`config.mk`:
```
export PLATFORM = sky130hd
export DESIGN_NAME = vram_arbiter_flat
export DESIGN_NICKNAME = d
export VERILOG_FILES = /design/src/rtl/vram_arbiter_if.sv /design/src/rtl/vram_arbiter.sv /design/src/flat_wrapper.sv
export SDC_FILE = /design/constraint.sdc
export NUM_CORES = 1
export LEC_CHECK = 0
export ABC_AREA = 1
export CORE_UTILIZATION = 50
export CTS_CLUSTER_DIAMETER = 50
export DETAILED_ROUTE_END_ITERATION = 10
export GPL_ROUTABILITY_DRIVEN = 0
export PLACE_DENSITY = 0.86
export SYNTH_ARGS = -nofsm -noshare
export SYNTH_HDL_FRONTEND = slang
export SYNTH_SLANG_ARGS = --single-unit
```
`constraint.sdc`:
```
create_clock -name clk_i -period 2.02 [get_ports clk_i]
set_clock_uncertainty 0.05 [all_clocks]
set_input_delay 0.505 -clock clk_i [delete_from_list [all_inputs] [get_ports clk_i]]
set_output_delay 0.505 -clock clk_i [all_outputs]
set_load 0.02 [all_outputs]
```
`src/rtl/vram_arbiter_if.sv`:
```
// Bus bundle for vram_arbiter: sync window, display fetch request/return,
// game write push side and the single-port tile RAM port.
//   slave  : arbiter view (drives fetch_*_o, wr_ready_o, pending_o, ram_*_o)
//   master : environment view (drives requests, write data and ram_rdata_i)
interface vram_arbiter_if #(
   parameter int unsigned COLS       = 20,
   parameter int unsigned ROW_W      = 4,
   parameter int unsigned ADDR_W     = 9,
   parameter int unsigned DATA_W     = 4,
   parameter int unsigned FIFO_DEPTH = 4
);
   localparam int unsigned COL_W = $clog2(COLS);
   localparam int unsigned CNT_W = $clog2(FIFO_DEPTH) + 1;

   logic              screen_start_i;
   logic              fetch_req_i;
   logic [ROW_W-1:0]  fetch_row_i;
   logic              fetch_busy_o;
   logic              fetch_valid_o;
   logic [COL_W-1:0]  fetch_col_o;
   logic [DATA_W-1:0] fetch_data_o;
   logic              fetch_overrun_o;
   logic              wr_valid_i;
   logic              wr_ready_o;
   logic [ADDR_W-1:0] wr_addr_i;
   logic [DATA_W-1:0] wr_data_i;
   logic [CNT_W-1:0]  pending_o;
   logic              ram_en_o;
   logic              ram_we_o;
   logic [ADDR_W-1:0] ram_addr_o;
   logic [DATA_W-1:0] ram_wdata_o;
   logic [DATA_W-1:0] ram_rdata_i;

   modport slave (
      input  screen_start_i, fetch_req_i, fetch_row_i, wr_valid_i, wr_addr_i,
             wr_data_i, ram_rdata_i,
      output fetch_busy_o, fetch_valid_o, fetch_col_o, fetch_data_o,
             fetch_overrun_o, wr_ready_o, pending_o, ram_en_o, ram_we_o,
             ram_addr_o, ram_wdata_o
   );

   modport master (
      output screen_start_i, fetch_req_i, fetch_row_i, wr_valid_i, wr_addr_i,
             wr_data_i, ram_rdata_i,
      input  fetch_busy_o, fetch_valid_o, fetch_col_o, fetch_data_o,
             fetch_overrun_o, wr_ready_o, pending_o, ram_en_o, ram_we_o,
             ram_addr_o, ram_wdata_o
   );
endinterface

```
`src/rtl/vram_arbiter.sv`:
```
// Tile RAM arbiter: display row fetch has strict priority; game writes are
// queued in a small FIFO and committed only during vertical blanking.
//   clk_i : pixel clock
//   rst_i : asynchronous active-high reset
//   bus   : vram_arbiter_if.slave (fetch, write FIFO and RAM port signals)
module vram_arbiter #(
   parameter int unsigned COLS       = 20,
   parameter int unsigned ROW_W      = 4,
   parameter int unsigned ADDR_W     = 9,
   parameter int unsigned DATA_W     = 4,
   parameter int unsigned FIFO_DEPTH = 4
) (
   input  logic          clk_i,
   input  logic          rst_i,
   vram_arbiter_if.slave bus
);
   localparam int unsigned COL_W = $clog2(COLS);
   localparam int unsigned PTR_W = $clog2(FIFO_DEPTH);
   localparam int unsigned CNT_W = PTR_W + 1;

   typedef enum logic [1:0] {IDLE, FETCH, DRAIN} state_t;

   state_t            state_q, state_d;
   logic [ADDR_W-1:0] base_q, base_d;
   logic [COL_W-1:0]  col_q, col_d;

   logic [ADDR_W-1:0] fifo_addr [FIFO_DEPTH];
   logic [DATA_W-1:0] fifo_data [FIFO_DEPTH];
   logic [PTR_W-1:0]  wr_ptr_q, rd_ptr_q;
   logic [CNT_W-1:0]  count_q, count_d;
   logic              wr_ready_q;
   logic              push, pop, fifo_empty, accept;

   logic              ram_en_q, ram_en_d, ram_we_q, ram_we_d;
   logic [ADDR_W-1:0] ram_addr_q, ram_addr_d;
   logic [DATA_W-1:0] ram_wdata_q, ram_wdata_d;
   logic [COL_W-1:0]  ram_col_q, ram_col_d;
   logic              busy_q, overrun_q;
   logic              rd_pend_q, valid_q;
   logic [COL_W-1:0]  rd_col_q, fcol_q;
   logic [DATA_W-1:0] fdata_q;

   assign push       = bus.wr_valid_i && wr_ready_q;
   assign fifo_empty = (count_q == '0);
   // busy covers the cycles whose read strobes are already committed
   assign accept     = bus.fetch_req_i && !busy_q && (state_q != FETCH);
   assign count_d    = count_q + CNT_W'(push) - CNT_W'(pop);

   // Next-state and next RAM strobe; strobes are registered so they appear one cycle later
   always_comb begin
      state_d     = state_q;
      base_d      = base_q;
      col_d       = col_q;
      pop         = 1'b0;
      ram_en_d    = 1'b0;
      ram_we_d    = 1'b0;
      ram_addr_d  = '0;
      ram_wdata_d = '0;
      ram_col_d   = '0;
      unique case (state_q)
         IDLE, DRAIN: begin
            if (accept) begin
               base_d     = ADDR_W'(32'(bus.fetch_row_i) * 32'(COLS));
               ram_en_d   = 1'b1;
               ram_addr_d = base_d;
               col_d      = COL_W'(1);
               state_d    = FETCH;
            end else if (state_q == IDLE) begin
               if (bus.screen_start_i && !fifo_empty) state_d = DRAIN;
            end else if (bus.screen_start_i && !fifo_empty) begin
               pop         = 1'b1;
               ram_en_d    = 1'b1;
               ram_we_d    = 1'b1;
               ram_addr_d  = fifo_addr[rd_ptr_q];
               ram_wdata_d = fifo_data[rd_ptr_q];
               // stay only if something is left after this pop
               state_d     = ((count_q != CNT_W'(1)) || push) ? DRAIN : IDLE;
            end else begin
               state_d = IDLE;
            end
         end
         FETCH: begin
            ram_en_d   = 1'b1;
            ram_addr_d = base_q + ADDR_W'(col_q);
            ram_col_d  = col_q;
            if (col_q == COL_W'(COLS - 1)) begin
               col_d   = '0;
               state_d = (bus.screen_start_i && !fifo_empty) ? DRAIN : IDLE;
            end else begin
               col_d = col_q + COL_W'(1);
            end
         end
         default: state_d = IDLE;
      endcase
   end

   // State, FIFO control, RAM port and two-stage read return pipeline
   always_ff @(posedge clk_i or posedge rst_i) begin
      if (rst_i) begin
         state_q     <= IDLE;
         base_q      <= '0;
         col_q       <= '0;
         wr_ptr_q    <= '0;
         rd_ptr_q    <= '0;
         count_q     <= '0;
         wr_ready_q  <= 1'b0;
         ram_en_q    <= 1'b0;
         ram_we_q    <= 1'b0;
         ram_addr_q  <= '0;
         ram_wdata_q <= '0;
         ram_col_q   <= '0;
         busy_q      <= 1'b0;
         overrun_q   <= 1'b0;
         rd_pend_q   <= 1'b0;
         rd_col_q    <= '0;
         valid_q     <= 1'b0;
         fcol_q      <= '0;
         fdata_q     <= '0;
      end else begin
         state_q     <= state_d;
         base_q      <= base_d;
         col_q       <= col_d;
         count_q     <= count_d;
         wr_ready_q  <= (count_d < CNT_W'(FIFO_DEPTH));
         if (push) wr_ptr_q <= wr_ptr_q + PTR_W'(1);
         if (pop)  rd_ptr_q <= rd_ptr_q + PTR_W'(1);
         ram_en_q    <= ram_en_d;
         ram_we_q    <= ram_we_d;
         ram_addr_q  <= ram_addr_d;
         ram_wdata_q <= ram_wdata_d;
         ram_col_q   <= ram_col_d;
         busy_q      <= ram_en_d && !ram_we_d;
         overrun_q   <= overrun_q || (bus.fetch_req_i && busy_q);
         rd_pend_q   <= ram_en_q && !ram_we_q;
         rd_col_q    <= ram_col_q;
         valid_q     <= rd_pend_q;
         fcol_q      <= rd_pend_q ? rd_col_q : '0;
         fdata_q     <= rd_pend_q ? bus.ram_rdata_i : '0;
      end
   end

   // FIFO storage needs no reset; occupancy gates every read of it
   always_ff @(posedge clk_i) begin
      if (push) begin
         fifo_addr[wr_ptr_q] <= bus.wr_addr_i;
         fifo_data[wr_ptr_q] <= bus.wr_data_i;
      end
   end

   assign bus.fetch_busy_o    = busy_q;
   assign bus.fetch_valid_o   = valid_q;
   assign bus.fetch_col_o     = fcol_q;
   assign bus.fetch_data_o    = fdata_q;
   assign bus.fetch_overrun_o = overrun_q;
   assign bus.wr_ready_o      = wr_ready_q;
   assign bus.pending_o       = count_q;
   assign bus.ram_en_o        = ram_en_q;
   assign bus.ram_we_o        = ram_we_q;
   assign bus.ram_addr_o      = ram_addr_q;
   assign bus.ram_wdata_o     = ram_wdata_q;
endmodule
```
`src/flat_wrapper.sv`:
```
// flat-port wrapper written by rule: the top's interface ports become plain ports
module vram_arbiter_flat 
#(
   parameter int unsigned COLS       = 20,
   parameter int unsigned ROW_W      = 4,
   parameter int unsigned ADDR_W     = 9,
   parameter int unsigned DATA_W     = 4,
   parameter int unsigned FIFO_DEPTH = 4
)
  (clk_i, rst_i, bus_screen_start_i, bus_fetch_req_i, bus_fetch_row_i, bus_wr_valid_i, bus_wr_addr_i, bus_wr_data_i, bus_ram_rdata_i, bus_fetch_busy_o, bus_fetch_valid_o, bus_fetch_col_o, bus_fetch_data_o, bus_fetch_overrun_o, bus_wr_ready_o, bus_pending_o, bus_ram_en_o, bus_ram_we_o, bus_ram_addr_o, bus_ram_wdata_o);
  vram_arbiter_if #(.COLS(COLS), .ROW_W(ROW_W), .ADDR_W(ADDR_W), .DATA_W(DATA_W), .FIFO_DEPTH(FIFO_DEPTH)) bus_i ();
  input  logic clk_i;
  input  logic rst_i;
  input wire logic [$bits(bus_i.screen_start_i)-1:0] bus_screen_start_i;
  input wire logic [$bits(bus_i.fetch_req_i)-1:0] bus_fetch_req_i;
  input wire logic [$bits(bus_i.fetch_row_i)-1:0] bus_fetch_row_i;
  input wire logic [$bits(bus_i.wr_valid_i)-1:0] bus_wr_valid_i;
  input wire logic [$bits(bus_i.wr_addr_i)-1:0] bus_wr_addr_i;
  input wire logic [$bits(bus_i.wr_data_i)-1:0] bus_wr_data_i;
  input wire logic [$bits(bus_i.ram_rdata_i)-1:0] bus_ram_rdata_i;
  output wire logic [$bits(bus_i.fetch_busy_o)-1:0] bus_fetch_busy_o;
  output wire logic [$bits(bus_i.fetch_valid_o)-1:0] bus_fetch_valid_o;
  output wire logic [$bits(bus_i.fetch_col_o)-1:0] bus_fetch_col_o;
  output wire logic [$bits(bus_i.fetch_data_o)-1:0] bus_fetch_data_o;
  output wire logic [$bits(bus_i.fetch_overrun_o)-1:0] bus_fetch_overrun_o;
  output wire logic [$bits(bus_i.wr_ready_o)-1:0] bus_wr_ready_o;
  output wire logic [$bits(bus_i.pending_o)-1:0] bus_pending_o;
  output wire logic [$bits(bus_i.ram_en_o)-1:0] bus_ram_en_o;
  output wire logic [$bits(bus_i.ram_we_o)-1:0] bus_ram_we_o;
  output wire logic [$bits(bus_i.ram_addr_o)-1:0] bus_ram_addr_o;
  output wire logic [$bits(bus_i.ram_wdata_o)-1:0] bus_ram_wdata_o;
  assign bus_i.screen_start_i = bus_screen_start_i;
  assign bus_i.fetch_req_i = bus_fetch_req_i;
  assign bus_i.fetch_row_i = bus_fetch_row_i;
  assign bus_i.wr_valid_i = bus_wr_valid_i;
  assign bus_i.wr_addr_i = bus_wr_addr_i;
  assign bus_i.wr_data_i = bus_wr_data_i;
  assign bus_i.ram_rdata_i = bus_ram_rdata_i;
  assign bus_fetch_busy_o = bus_i.fetch_busy_o;
  assign bus_fetch_valid_o = bus_i.fetch_valid_o;
  assign bus_fetch_col_o = bus_i.fetch_col_o;
  assign bus_fetch_data_o = bus_i.fetch_data_o;
  assign bus_fetch_overrun_o = bus_i.fetch_overrun_o;
  assign bus_wr_ready_o = bus_i.wr_ready_o;
  assign bus_pending_o = bus_i.pending_o;
  assign bus_ram_en_o = bus_i.ram_en_o;
  assign bus_ram_we_o = bus_i.ram_we_o;
  assign bus_ram_addr_o = bus_i.ram_addr_o;
  assign bus_ram_wdata_o = bus_i.ram_wdata_o;
  vram_arbiter #(.COLS(COLS), .ROW_W(ROW_W), .ADDR_W(ADDR_W), .DATA_W(DATA_W), .FIFO_DEPTH(FIFO_DEPTH)) u_core (.clk_i(clk_i), .rst_i(rst_i), .bus(bus_i));
endmodule
```
==> metrics.txt <==
outcome complete, but fails checks; failing checks DRC; WL/cell 14.2 um; mapped cell area 4570 um^2; Post-synth EDFFs 52; setup ws final approximately 0.044 ns; io pins 57; average size of a mapped cell 11.2 um^2; Startpoint Class primary input; WS Path Type in -> reg; CTS clk-pin slew, worst paths 0.11 ns; CTS tree yes; vias 3,087; top-count cell post-synth nand2_1; worst skew pair latency approximately 0.37 ns; first-pass GRT wire length between 10,000 and 15,000 um; Psw 2.90 mW; pre-CTS WS -0.640 ns; Tot GR Track Use 0.194; worst hold path type reg -> reg; initial core utilization 0.519; # rows 34; placed cell area between 5000 and 6000 um^2; CP Data Required Time 2.24 ns; drc violations 10; initial antenna violation count 0; share of cells above drive strength 1 0.140; via count of the first global-routing pass 3,022; CP endpoint kind flip-flop; H-tree Lvls 3; Synth area leader edfxtp_1; Clock Power Share 0.172; Fin. Hold Viols 0; DRT Pass-1 Iters 8; Seq pwr share 0.437; # fillers about 650; Seq/Total Area, Yosys 0.670; share of the synthesized area in the top cell type 0.342; crit path max fanout 2; Synth Register Bits 112; die area between 9000 and 10,000 um^2; hold_buf cts 0; list of most frequent post-synthesis cells nand2_1, dfrtp_1, nor2_1, edfxtp_1, inv_1; Inserted Clock Buffers 9; top_reg_cell synth dfrtp_1; HPWL after detailed placement 6140 um; die height approximately 98 um; setup TNS 0 ns; clk buf depth 2; Post-synth ARST share 0.536; detailed-route vias per instance 5.14; Syn-to-layout area delta 24.2%; root buf cell clkbuf_8; fin. max-slew vios 0; Net Sw Frac 0.383; setup bufs post-CTS 0; final period utilization 0.978; final WL 8530 um; # port buffers 56; Yosys cell types 30; Pint roughly 4.7 mW; sinks on the clock net 112; Nets 531; synthesized net count 450; Comb pwr share 0.391; max-cap violations 0; Synth area leaders edfxtp_1, dfrtp_1, nand2_1; Iter 0 DRT Violations 191; ANT nets after route 0; relative slew slack 0.784; pwr/cell area 1330 nW/um^2; largest net degree at the start of global routing 61; global route overflow 0; final instance area roughly 5700 um^2; Leak Pwr 2.52 nW; fmax 506 MHz; worst slew pin tran 0.321 ns; width of the die 97.6 um; Arr. time, crit path 2.20 ns; RSZ-0062 raised after global routing true; min cycle time layout 1.98 ns; Post-Syn Instances 407; Max VDD drop approximately 0.0005 V; setup violators final 0; Yosys Warn Count 0; diode count 0; CORE AREA around 9000 um^2
-- worst max-delay path, stage by stage --
cell	delay, ns
clkdlybuf4s50_1	0.51
ha_1	0.25
ha_2	0.20
fa_1	0.44
inv_1	0.08
nor2_1	0.05
nor2_1	0.11
nand2_1	0.06
-- state kept, by name, summed over array words and instances, names as in the netlist, 3 cells and up --
name / cells
u_core.bus.fetch_col_o: 5
u_core.bus.ram_addr_o: 9
u_core.base_q: 7
u_core.col_q: 5
u_core.fifo_addr: 36
u_core.ram_col_q: 5
u_core.bus.pending_o: 3
u_core.rd_col_q: 5
u_core.fifo_data: 16
u_core.bus.ram_wdata_o: 4
u_core.bus.fetch_data_o: 4
-- through the flow --
step	std cells	util	total power, mW	hold WS [ns]
global placement	585	0.620	6.10	0.282
detailed placement	585	0.620	6.29	0.286
CTS	601	0.642	7.58	0.311
finish	601	0.645	7.58	0.311
floorplan	407	-	5.15	0.281
global route	601	0.645	8.06	0.318
-- metal layers --
| layer | track usage | up-vias | share of wire |
|---|---|---|---|
| li1 | - | 1478 | - |
| met1 | 0.236 | 1483 | 0.41 |
| met2 | 0.336 | 104 | 0.52 |
| met3 | 0.0446 | 22 | 0.053 |
| met4 | 0.0734 | 0 | 0.020 |
| met5 | 0 | - | 0 |
-- cell type report --
type                    instances  area, um^2  area share
clock buffers                   9         124      0.0218
clock inverters                 7        75.1      0.0132
inverters                      48         199      0.0350
multi-input cells             235        1310       0.230
flip-flops and latches        112        3070       0.540
well taps                     108         135      0.0238
repair buffers                 82         772       0.136
-- power groups by stage --
stage,combinational (mW),clock [mW],sequential [mW]
finish,2.96,1.31,3.31
CTS,2.94,1.33,3.30
global placement,2.78,0,3.32
global route,3.26,1.42,3.37
floorplan,1.63,0,3.52
detailed placement,2.94,0,3.35
-- placed cells by master, fill, tap and decap left out, types with 2 or more instances in the layout --
cell type | synthesis | layout
a21oi_1 | 8 | 8
fa_1 | 3 | 2
clkbuf_8 | 0 | 9
clkinv_4 | 0 | 2
nand2_2 | 2 | 3
nand2_1 | 62 | 61
o21ai_0 | 45 | 45
clkdlybuf4s50_1 | 0 | 50
inv_2 | 1 | 4
clkinvlp_4 | 0 | 2
o21ai_1 | 2 | 2
dfrtp_1 | 60 | 56
nor2_4 | 1 | 4
buf_4 | 3 | 25
dlymetal6s2s_1 | 0 | 4
edfxtp_1 | 52 | 52
dfrtp_2 | 0 | 4
xor2_1 | 8 | 7
nor2_1 | 60 | 59
inv_1 | 46 | 41
inv_8 | 0 | 3
nand4_1 | 2 | 2
nand3_1 | 17 | 17
ha_4 | 0 | 2
ha_1 | 14 | 11
-- cells by family after synthesis --
group / count (synthesis) / synth area share
flops: 112 / 0.670
buf+inv: 60 / 0.0569
simple gates: 149 / 0.136
compound gates: 61 / 0.0701
fa+ha+maj: 17 / 0.0515
xor+xnor: 8 / 0.0153
-- timing repair --
action / in CTS / in global routing
gates resized for setup: 2 / 11
setup endpoints to repair: 4 / 7
hold endpoints to repair: 0 / 0
pin swaps: 2 / 0
-- worst paths after layout --
kind	slack, ns	depth (start not counted)	endpoint	startpoint
max in group asynchronous	1.15	3	u_core.state_q[0]	rst_i
min in group asynchronous	0.51	3	u_core.bus.fetch_col_o[0]	rst_i
setup reg to reg	0.09	11	u_core.bus.wr_ready_o	u_core.state_q[0]
hold / removal	0.31	0	u_core.rd_col_q[1]	u_core.ram_col_q[1]
setup / recovery	0.04	8	u_core.bus.ram_addr_o[6]	bus_fetch_row_i[3]
hold reg to reg	0.31	0	u_core.rd_col_q[1]	u_core.ram_col_q[1]
Power figures use the tool's default switching activity.
==> variant 1, RTL diff (config.mk and constraints unchanged) <==
`ROW_W` is set to 4 in 3 places; all go to 3.
--- a/src/rtl/vram_arbiter_if.sv
+++ b/src/rtl/vram_arbiter_if.sv
@@ -4,7 +4,7 @@
 //   master : environment view (drives requests, write data and ram_rdata_i)
 interface vram_arbiter_if #(
    parameter int unsigned COLS       = 20,
-   parameter int unsigned ROW_W      = 4,
+   parameter int unsigned ROW_W      = 3,
    parameter int unsigned ADDR_W     = 9,
    parameter int unsigned DATA_W     = 4,
    parameter int unsigned FIFO_DEPTH = 4
--- a/src/rtl/vram_arbiter.sv
+++ b/src/rtl/vram_arbiter.sv
@@ -5,7 +5,7 @@
 //   bus   : vram_arbiter_if.slave (fetch, write FIFO and RAM port signals)
 module vram_arbiter #(
    parameter int unsigned COLS       = 20,
-   parameter int unsigned ROW_W      = 4,
+   parameter int unsigned ROW_W      = 3,
    parameter int unsigned ADDR_W     = 9,
    parameter int unsigned DATA_W     = 4,
    parameter int unsigned FIFO_DEPTH = 4
--- a/src/flat_wrapper.sv
+++ b/src/flat_wrapper.sv
@@ -2,7 +2,7 @@
 module vram_arbiter_flat 
 #(
    parameter int unsigned COLS       = 20,
-   parameter int unsigned ROW_W      = 4,
+   parameter int unsigned ROW_W      = 3,
    parameter int unsigned ADDR_W     = 9,
    parameter int unsigned DATA_W     = 4,
    parameter int unsigned FIFO_DEPTH = 4
Ports: changed (resized bus_fetch_row_i); port bits go from 57 to 56. No check against the original RTL was run, so the function may have changed too.
==> variant 1 against the unedited design <==
The run ends with setup timing left. Synthesized area down 0.74%. Routed wire length increased by 4.8%. Cell area rose by 0.75%. Critical path type unchanged. Largest power group is now combinational cells. Sequential power decreased by 2%. Power is 1.4% higher. Sequential cell count is 1 lower. Utilization is 0.80 points higher. Largest cell class unchanged. Critical path depth up 3. Final cell count is 3.8% higher. Worst setup slack got worse by 0.095 ns.
==> variant 1: results <==
group,metric,value,unit
synthesis,post_synth_fa_ha_maj_area_fraction,4.467,%
clocking,cts_post_setup_buffers_inserted,14,
finish,fraction_of_layout_cells_with_a_size_suffix_above_1,16.09,%
place,dp_hpwl,5959,µm
power_and_ir_drop,vdd_ir_drop_max,0.6841,mV
run_status,run_status,"complete, but fails checks",
finish,nNonClkInverters,52,
power_and_ir_drop,switching_share,37.91,%
finish,multi_input_area,1296,µm²
synthesis,ys_async_sr_fraction,53.15,%
finish,sequential_cell_area,3040,µm²
timing,final_critical_path_setup_slack,-0.05141,ns
setup_path,timing.critical_path.slowest_cell_delay,0.47,ns
timing,setup-tns-final,-0.08609,ns
synthesis,synth_top_area_share,34.41,%
synthesis,synth_compound_gate_area_share,5.349,%
finish,layout.comb_gates.multi_input,242,
worst_hold_path,min-delay-start,"u_core.ram_col_q[4]",
finish,signal_buffers,95,
synthesis,synth_cell_types,27,
routing,vias,3178,
timing,timing.final.setup_violations,3,
run_status,failed_checks,"setup timing",
routing,drt_iter0_drc,125,
synthesis,postSynthNetCount,456,
place,dpl-instance-area,5386,µm²
timing,hold_ws,0.3120,ns
power_and_ir_drop,lkg_pwr,2.611,nW
## variant 1: changes by cell type after synthesis, sizes merged, moves of 2 or more
cell	unedited run	this run
nand2	64	99
nor2	64	49
o21ai	48	34
inv	48	52
mux2	0	3
o22ai	1	4
nand3	18	16
or2	0	2
xor2	8	6
## variant 1: logic make-up after synthesis
group | Yosys count
xor gates and xnor gates | 7
AOI/OAI and AO/OA | 47
muxes | 3
and+or+nand+nor | 170
DFF | 111
buffers and inverters | 63
adders and majority gates | 15
## variant 1: power by group through the flow
stage          Clock (mW)  Sequential, mW  Combinational, mW
2_1_floorplan           0            3.48               1.68
6_report             1.16            3.23               3.29
4_1_cts              1.19            3.22               3.18
5_1_grt              1.28            3.28               3.63
3_3_place_gp            0            3.24               2.85
3_5_place_dp            0            3.27               2.99
## variant 1: metal layers
layer	wire length, µm	GRT usage, %	part of all wire [%]
met1	3401	20.75	38
met2	4782	36.89	54
met3	441	5.612	4.9
met4	309	8.937	3.5
met5	0	0	0
==> variant 2, RTL diff (same settings) <==
Made on the original files. Encoding of `state_t`: now one-hot (3 bits for 3 states).
--- a/src/rtl/vram_arbiter.sv
+++ b/src/rtl/vram_arbiter.sv
@@ -18,7 +18,7 @@
    localparam int unsigned PTR_W = $clog2(FIFO_DEPTH);
    localparam int unsigned CNT_W = PTR_W + 1;
 
-   typedef enum logic [1:0] {IDLE, FETCH, DRAIN} state_t;
+   typedef enum logic [2:0] {IDLE = 3'b001, FETCH = 3'b010, DRAIN = 3'b100} state_t;
 
    state_t            state_q, state_d;
    logic [ADDR_W-1:0] base_q, base_d;
Behaviour: same outputs for any inputs over 10 cycles, from zero or initial values and one cycle with rst_i high; not proved beyond that.
==> variant 2 against the unedited design <==
The flow finishes with violations (setup timing). Synthesized area up 2.7%. Sequential cell count rose by 1. Routed wire length increased by 20%. Power grew 21%. Global-route usage rose by 3.4 points. Non-clock buffer count grew 5. Cell area increased by 11%. Worst setup slack lost 0.099 ns. Via count rose by 9.2%. Highest routed layer unchanged.
==> variant 2: results <==
group,metric,value,unit
clocking,cts_inserted_buffers,17,
global_route,grt_start_max_net_pins,36,
synthesis,synth_commonest_cells,"sky130_fd_sc_hd__dfrtp_1, sky130_fd_sc_hd__nor2_1, sky130_fd_sc_hd__nand2_1, sky130_fd_sc_hd__edfxtp_1, sky130_fd_sc_hd__inv_1",
timing,timing.final.setup_violations,2,
timing,setup-tns-final,-0.05878,ns
power_and_ir_drop,lkg_pwr,3.019,nW
synthesis,synth_cell_types,37,
synthesis,area_share_of_xor_xnor_cells_in_the_synthesized_design,1.279,%
routing,route.detailed.wl_per_inst,16.32,µm
setup_path,critical_path_peak_fanout,3,
place,numPlacedInstances,587,
routing,vias,3370,
routing,drt_iter0_drc,175,
global_route,grt_first_pass_wirelength,16810,µm
clocking,cts.reportedPaths.clkPinSlew,0.06,ns
routing,detail_route.vias_per_cell,5.383,
synthesis,synth.mux.area_fraction,0,%
floorplan,initial_utilization,52.81,%
global_route,overall_track_demand_over_capacity_in_global_routing,22.82,%
place,portBuffers,56,
synthesis,synth_top_cells_by_area,"sky130_fd_sc_hd__edfxtp_1, sky130_fd_sc_hd__dfrtp_1, sky130_fd_sc_hd__nor2_1",
global_route,via_count_of_the_first_global_routing_pass,3623,
finish,fraction_of_layout_cells_with_a_size_suffix_above_1,19.50,%
synthesis,post_synth_fa_ha_maj_area_fraction,5.009,%
synthesis,syn_inst,410,
synthesis,seq_area_frac_synth,65.79,%
routing,drtPass1Iterations,5,
setup_path,worst-setup-path-type,"reg2reg",
place,place_ws,-0.6003,ns
synthesis,postSynthNetCount,453,
timing,final_critical_path_setup_slack,-0.05481,ns
run_status,run_status,"complete, but fails checks",
synthesis,yosys_most_used_dff,"sky130_fd_sc_hd__dfrtp_1",
setup_path,worstPathArrival,2.42,ns
timing,worst_slew_margin_rel,71.34,%
finish,nets,548,
worst_hold_path,worst_hold_path_type,"in2async",
power_and_ir_drop,vdd_ir_drop_max,0.9489,mV
place,dpl-instance-area,5610,µm²
run_status,failed_checks,"setup timing",
synthesis,ys_async_sr_fraction,53.98,%
setup_path,critical_path.reg2reg.startpoint,"u_core.state_q[0]",
clocking,htree_levels,4,
setup_path,worstReg2RegEnd,"u_core.bus.pending_o[2]",
clocking,worst_skew_pair_later_pin_latency,0.51,ns
synthesis,synth_compound_gate_area_share,8.127,%
place,dp_hpwl,6437,µm
## variant 2: area by class of cell
type | count | area [µm²]
Fill cell | 558 | 2585
Timing Repair Buffer | 87 | 877.1
Clock buffer | 17 | 414.1
Tap cell | 108 | 135.1
Inverter | 51 | 195.2
Sequential cell | 113 | 3092
Clock inverter | 15 | 172.7
Multi-Input combinational cell | 235 | 1420
## variant 2: layer usage
layer	up-vias	global-route usage [%]	part of all wire (%)	wire (µm)
li1	1558	-	-	-
met1	1634	25.85	38	3928
met2	157	39.11	53	5384
met3	21	6.383	6.7	684
met4	0	12.51	2.2	220
met5	-	0	0	0
## variant 2: power breakdown
| part | switching [mW] | total, mW | internal [mW] |
|---|---|---|---|
| clock network | 1.13 | 2.92 | 1.79 |
| logic | 1.82 | 2.99 | 1.17 |
| registers | 0.301 | 3.25 | 2.95 |
| total | 3.25 | 9.15 | 5.90 |
## variant 2: cells by family (layout without fill, tap and decap cells)
family / after synthesis / count (layout)
xor+xnor: 6 / 6
simple gates: 145 / 145
flops: 113 / 113
compound gates: 67 / 67
fa+ha+maj: 17 / 17
buf+inv: 62 / 170
## variant 2: what timing repair did
item                       in CTS  in global routing
setup buffers                   4                  3
pin swaps                       6                  2
resized for setup              18                 16
cloned                          0                  0
setup endpoints to repair      15                 19
## variant 2: worst min-delay path by stage
stage / from / endpoint / slack, ns / cells past startpoint
after detailed placement: u_core.ram_col_q[4] / u_core.rd_col_q[4] / 0.29 / 0
after CTS: rst_i / u_core.bus.ram_addr_o[0] / 0.28 / 2
final: rst_i / u_core.rd_pend_q / 0.28 / 2
after global placement: u_core.ram_col_q[2] / u_core.rd_col_q[2] / 0.28 / 0
after floorplan: u_core.ram_col_q[0] / u_core.rd_col_q[0] / 0.28 / 0
after global routing: rst_i / u_core.rd_pend_q / 0.30 / 2
## variant 2: critical path, cell delays in order (launching register included)
cell	delay, ns
sky130_fd_sc_hd__dfstp_2	0.59
sky130_fd_sc_hd__inv_2	0.06
sky130_fd_sc_hd__nand3_4	0.07
sky130_fd_sc_hd__nand2_4	0.07
sky130_fd_sc_hd__nand2_4	0.08
sky130_fd_sc_hd__nor2_4	0.04
sky130_fd_sc_hd__ha_4	0.25
sky130_fd_sc_hd__inv_2	0.04
sky130_fd_sc_hd__ha_4	0.14
sky130_fd_sc_hd__fa_2	0.35
sky130_fd_sc_hd__xor2_2	0.15
sky130_fd_sc_hd__inv_1	0.07
## variant 2: stage by stage
stage	utilization [%]	hold WS, ns
floorplan	-	0.2812
global placement	63.10	0.2817
detailed placement	63.10	0.2879
CTS	70.22	0.2756
global route	70.93	0.2971
finish	70.93	0.2788
